--- config.mk ---
export PLATFORM = sky130hd
export DESIGN_NAME = sequence_player
export DESIGN_NICKNAME = d
export VERILOG_FILES = /design/src/rtl/seq_pkg.sv /design/src/rtl/hold_timer.sv /design/src/rtl/sequence_player.sv
export SDC_FILE = /design/constraint.sdc
export NUM_CORES = 1
export LEC_CHECK = 0
export ABC_AREA = 1
export CORE_ASPECT_RATIO = 0.9
export CORE_MARGIN = 2
export CORE_UTILIZATION = 55
export CTS_BUF_LIST = sky130_fd_sc_hd__clkbuf_2
export DETAILED_ROUTE_END_ITERATION = 10
export MAX_ROUTING_LAYER = met4
export PLACE_DENSITY = 0.81
export SLEW_MARGIN = 15
export SYNTH_ARGS = -nofsm -noshare
export SYNTH_HDL_FRONTEND = slang
export SYNTH_HIERARCHICAL = 1
export SYNTH_SLANG_ARGS = --single-unit
--- constraint.sdc ---
create_clock -name clk -period 4.03 [get_ports clk]
set_input_delay 0.806 -clock clk [delete_from_list [all_inputs] [get_ports clk]]
set_output_delay 0.806 -clock clk [all_outputs]
set_load 0.01 [all_outputs]
--- src/rtl/seq_pkg.sv ---
// Shared types and constants for the sequence player: FSM encoding, bus width defaults, LED-off value.
package seq_pkg;

  localparam int unsigned P_ADDR_DEF = 4;
  localparam int unsigned P_LED_DEF  = 4;
  localparam int unsigned P_TMR      = 8;

  localparam logic [P_LED_DEF-1:0] LED_OFF = '0;

  typedef enum logic [2:0] {
    IDLE  = 3'd0,
    FETCH = 3'd1,
    SHOW  = 3'd2,
    GAP   = 3'd3,
    DONE  = 3'd4
  } state_e;

endpackage

--- src/rtl/hold_timer.sv ---
// Loadable tick down-counter; expire pulses when a tick takes the count from 1 to 0.
module hold_timer
  import seq_pkg::*;
#(
  parameter int unsigned P_W = P_TMR
) (
  input  logic           clk,
  input  logic           R,
  input  logic           load,
  input  logic [P_W-1:0] load_val,
  input  logic           tick,
  output logic           expire
);

  logic [P_W-1:0] cnt_q, cnt_d;

  // Load wins over a tick; the count saturates at zero.
  always_comb begin
    cnt_d = cnt_q;
    if (load) begin
      cnt_d = load_val;
    end else if (tick && (cnt_q != '0)) begin
      cnt_d = cnt_q - P_W'(1);
    end
  end

  assign expire = tick && (cnt_q == P_W'(1));

  always_ff @(posedge clk or negedge R) begin
    if (!R) begin
      cnt_q <= '0;
    end else begin
      cnt_q <= cnt_d;
    end
  end

endmodule

--- src/rtl/sequence_player.sv ---
// Plays ROM patterns 0..round on the LEDs with tick-timed show/gap holds.
// Optional SEQ_PLAYER_SPEEDUP_EN shortens the show hold on later rounds.
module sequence_player
  import seq_pkg::*;
#(
  parameter int unsigned P_ADDR     = P_ADDR_DEF,
  parameter int unsigned P_LED      = P_LED_DEF,
  parameter int unsigned SHOW_TICKS = 2,
  parameter int unsigned GAP_TICKS  = 1
) (
  input  logic              clk,
  input  logic              R,
  input  logic              start,
  input  logic              abort,
  input  logic [P_ADDR-1:0] round,
  input  logic              tick,
  input  logic [P_LED-1:0]  rom_data,
  output logic [P_ADDR-1:0] rom_addr,
  output logic [P_LED-1:0]  leds,
  output logic              busy,
  output logic              done
);

  state_e            state_q, state_d;
  logic [P_ADDR-1:0] rom_addr_q, rom_addr_d;
  logic [P_ADDR-1:0] limit_q, limit_d;
  logic [P_LED-1:0]  leds_q, leds_d;
  logic              busy_q, busy_d;
  logic              done_q, done_d;

  logic              tmr_load;
  logic [P_TMR-1:0]  tmr_val;
  logic              tmr_tick;
  logic              tmr_expire;
  logic [P_TMR-1:0]  show_val;

`ifdef SEQ_PLAYER_SPEEDUP_EN
  logic [P_TMR-1:0] show_full;
  logic [P_TMR-1:0] show_shr;
  assign show_full = P_TMR'(SHOW_TICKS);
  assign show_shr  = show_full >> limit_q[3:2];
  assign show_val  = (show_shr == '0) ? P_TMR'(1) : show_shr;
`else
  assign show_val = P_TMR'(SHOW_TICKS);
`endif

  // Ticks only count while a hold is running; anywhere else they are dropped.
  assign tmr_tick = tick && !abort && ((state_q == SHOW) || (state_q == GAP));

  hold_timer #(.P_W(P_TMR)) u_hold_timer (
    .clk      (clk),
    .R        (R),
    .load     (tmr_load),
    .load_val (tmr_val),
    .tick     (tmr_tick),
    .expire   (tmr_expire)
  );

  always_comb begin
    state_d    = state_q;
    rom_addr_d = rom_addr_q;
    limit_d    = limit_q;
    leds_d     = leds_q;
    tmr_load   = 1'b0;
    tmr_val    = '0;

    if (abort) begin
      state_d  = IDLE;
      leds_d   = P_LED'(LED_OFF);
      tmr_load = 1'b1;
    end else begin
      unique case (state_q)
        IDLE: begin
          if (start) begin
            limit_d    = round;
            rom_addr_d = '0;
            state_d    = FETCH;
          end
        end
        FETCH: begin
          leds_d   = rom_data;
          tmr_load = 1'b1;
          tmr_val  = show_val;
          state_d  = SHOW;
        end
        SHOW: begin
          if (tmr_expire) begin
            leds_d   = P_LED'(LED_OFF);
            tmr_load = 1'b1;
            tmr_val  = P_TMR'(GAP_TICKS);
            state_d  = GAP;
          end
        end
        GAP: begin
          if (tmr_expire) begin
            if (rom_addr_q == limit_q) begin
              state_d = DONE;
            end else begin
              rom_addr_d = rom_addr_q + P_ADDR'(1);
              state_d    = FETCH;
            end
          end
        end
        DONE: begin
          state_d = IDLE;
        end
        default: begin
          state_d = IDLE;
        end
      endcase
    end

    busy_d = (state_d != IDLE);
    done_d = (state_d == DONE);
  end

  always_ff @(posedge clk or negedge R) begin
    if (!R) begin
      state_q    <= IDLE;
      rom_addr_q <= '0;
      limit_q    <= '0;
      leds_q     <= P_LED'(LED_OFF);
      busy_q     <= 1'b0;
      done_q     <= 1'b0;
    end else begin
      state_q    <= state_d;
      rom_addr_q <= rom_addr_d;
      limit_q    <= limit_d;
      leds_q     <= leds_d;
      busy_q     <= busy_d;
      done_q     <= done_d;
    end
  end

  assign rom_addr = rom_addr_q;
  assign leds     = leds_q;
  assign busy     = busy_q;
  assign done     = done_q;

endmodule

==> impl_metrics.ini <==
[finish]
multi_input_area_um2 = 818
regArea_um2 = 626
nNetsFinal = 254
areaGrowthSynthToFinish_pct = 19.0
antennaDiodeCount = 0
fin_area_um2 = 1840
drive_gt1_share_pct = 10.6
fill_cells = 235

[clock_network]
post_cts_buffers = 0
path_clk_slew_ns = 0.24
cts_hold_buf = 0
cts-root-buf = clkbuf_2
postCtsResizedCells = 0
cts_tree = built
clock_latency_ns = 0.36
h-tree-depth = 1
cts_max_path_buffers = 2
cts.sinks = 25
cts_buffers = 3

[worst_hold_path]
min_path_type = flip-flop to flip-flop
min_to = leds[0]
min_path_cells = 2
hold_path_startpoint = leds[0]

[sta]
rsz0062_at_grt = no
setup_viol = 0
relSlewSlack_pct = 67.0
fin_hold_ws_ns = 0.541
min_period_ns = 2.65
clock.fmax_ghz = 0.377
clock_skew_ns = 0.00865
min_period_over_period_pct = 65.8
hold_viol_final = 0
setup_tns_ns = 0
slew_violations = 0
worst_pin_slew_ns = 0.492

[power_and_ir_drop]
internal-power_uw = 408
pwr-share-seq_pct = 48.1
leakage_nw = 0.908
power_uw = 669
p_comb_share_pct = 36.3
peakVddDrop_mv = 0.182
netSwitchingPower_uw = 261
p_clk_share_pct = 15.6
power.density_nw_per_um2 = 363
switching_share_pct = 39.0

[setup_path]
worstSetupPathType = primary input to flip-flop
r2r_slack_ns = 1.82
cp-start-kind = primary input
critPathMaxFanout = 21
r2r_end = u_hold_timer/cnt_q[4]
critPathMaxStageDelay_ns = 0.50
required_ns = 4.32
cp-end-kind = flip-flop
r2r_cells = 13
path_cells = clkdlybuf4s50_1, nor3_1, nand3_1, nor2_1, inv_1, nor2_4, inv_2, nand3_4, inv_1, nand3_1, nand2_1, nand2_1, o21ai_2
arrival_ns = 2.94
timing.rr.start = state_q[1]
cp_slowest_cell = clkdlybuf4s50_1

[placement]
gp_congestion = 0.896
dpl_cell_area_um2 = 1820
post-dp-hpwl_um = 2200
io_buffers = 22

[yosys]
syn_area_um2 = 1550
yosysMostFrequentCell = nand2_1
yosysUniqueCellTypes = 25
synth-main-ff-cell = dfrtp_1
ys_warn_count = 6
synth_edf_count = 0
ys_seq_area_share_pct = 40.5
syn_area_per_cell_um2 = 7.54
synth.area.top_cells = dfrtp_1 (40%), nand2_1 (16%), inv_1 (6.8%)
syn_inst = 205
synth_area_leader_cell = dfrtp_1
yosys_register_bits = 25
synth.top_cell.area_share_pct = 40.5
synthTopCellsByCount = nand2_1 (64), inv_1 (28), dfrtp_1 (25)
async_flop_share_pct = 100

[floorplanning]
dieArea_um2 = 3250
die_x_um = 59.9
coreArea_um2 = 2700
ios = 23
initial_core_util_pct = 57.2
die_y_um = 54.3
rows = 18

[detailed_routing]
wl_per_cell_um = 10.8
vias = 1352
drt-pass1-iter-count = 4
antenna_left = 0
drc = 0
drt-initial-drc-count = 31
drt-total-wl_um = 2880
via_per_inst = 5.08

[global_routing]
grt_usage_pct = 21.7
antenna_found_initial = 0
grt-ovfl-total = 0
grt_max_degree = 26
grt_pass1_wl_um = 5150
first_global_vias = 1238

[outcome]
status = finished, final reports clean

[job]
cap_violations = 0
==> flip-flops by register name, indices dropped and copies added, names as in the netlist <==
register and cells:
state_q 3, done 1, u_hold_timer/cnt_q 8, rom_addr 4
leds 4, busy 1, limit_q 4
==> critical path: cells and delay by family <==
| family | cells | cell delay, ns |
|---|---|---|
| AND/OR/NAND/NOR | 8 | 1.26 |
| buffers and inverters | 4 | 0.84 |
| AO/OA/AOI/OAI | 1 | 0.05 |
==> per-stage QoR <==
step                      worst slack, ns  cells  utilization, %
after floorplan                      1.67    210               -
after global placement               1.07    262            67.3
after detailed placement            0.995    262            67.3
after CTS                            1.41    266            68.1
after global routing                 1.13    266            68.1
final                                1.38    266            68.1
==> area by class of cell <==
class | instances | area share (%)
Multi-Input combinational cell | 155 | 44.5
Timing Repair Buffer | 23 | 12.4
Clock buffer | 3 | 0.816
Inverter | 29 | 5.91
Tap cell | 30 | 2.04
Sequential cell | 25 | 34.0
Clock inverter | 1 | 0.408
==> worst max-delay path by stage <==
stage,start,endpoint,slack [ns],cells past startpoint
3_5_place_dp,abort,u_hold_timer/cnt_q[4],1.0,13
2_1_floorplan,tick,u_hold_timer/cnt_q[1],1.67,12
4_1_cts,abort,u_hold_timer/cnt_q[4],1.41,13
3_3_place_gp,abort,u_hold_timer/cnt_q[3],1.07,13
6_report,abort,u_hold_timer/cnt_q[4],1.38,13
5_1_grt,abort,u_hold_timer/cnt_q[0],1.13,12
==> cells by family (layout without fill, tap and decap cells) <==
family                   Yosys count  count (layout)  share of synthesized area (%)
XOR/XNOR                           3               3                           1.70
buffers and inverters             30              56                           7.85
adder cells (fa/ha/maj)            4               4                           3.24
flip-flops                        25              25                           40.5
AND/OR/NAND/NOR                  120             120                           37.7
AO/OA/AOI/OAI                     22              22                           8.82
other                              1               6                          0.242
==> power groups by stage <==
stage | clock (mW) | sequential (mW) | combinational (mW)
2_1_floorplan | 0 | 0.323 | 0.174
3_3_place_gp | 0 | 0.325 | 0.237
3_5_place_dp | 0 | 0.327 | 0.242
4_1_cts | 0.109 | 0.322 | 0.243
5_1_grt | 0.120 | 0.327 | 0.277
6_report | 0.104 | 0.322 | 0.243
==> per-layer routing <==
metal / GRT usage, % / vias up / routed length [um]
li1: - / 702 / -
met1: 29.7 / 617 / 1510
met2: 32.6 / 29 / 1230
met3: 2.84 / 4 / 98
met4: 8.89 / 0 / 38
met5: - / - / 0
==> cells in the final DEF, fill, tap and decap left out, drive strengths merged <==
master          n
nand3b          2
nor2           22
dfrtp          25
inv            29
ha              4
xnor2           1
xor2            2
buf             1
clkinvlp        1
o21ai          16
clkdlybuf4s50  22
nand4           3
a21oi           6
conb            6
nand2          69
nand3          22
nor3            2
clkbuf          3
(Power assumes the default switching activity.)
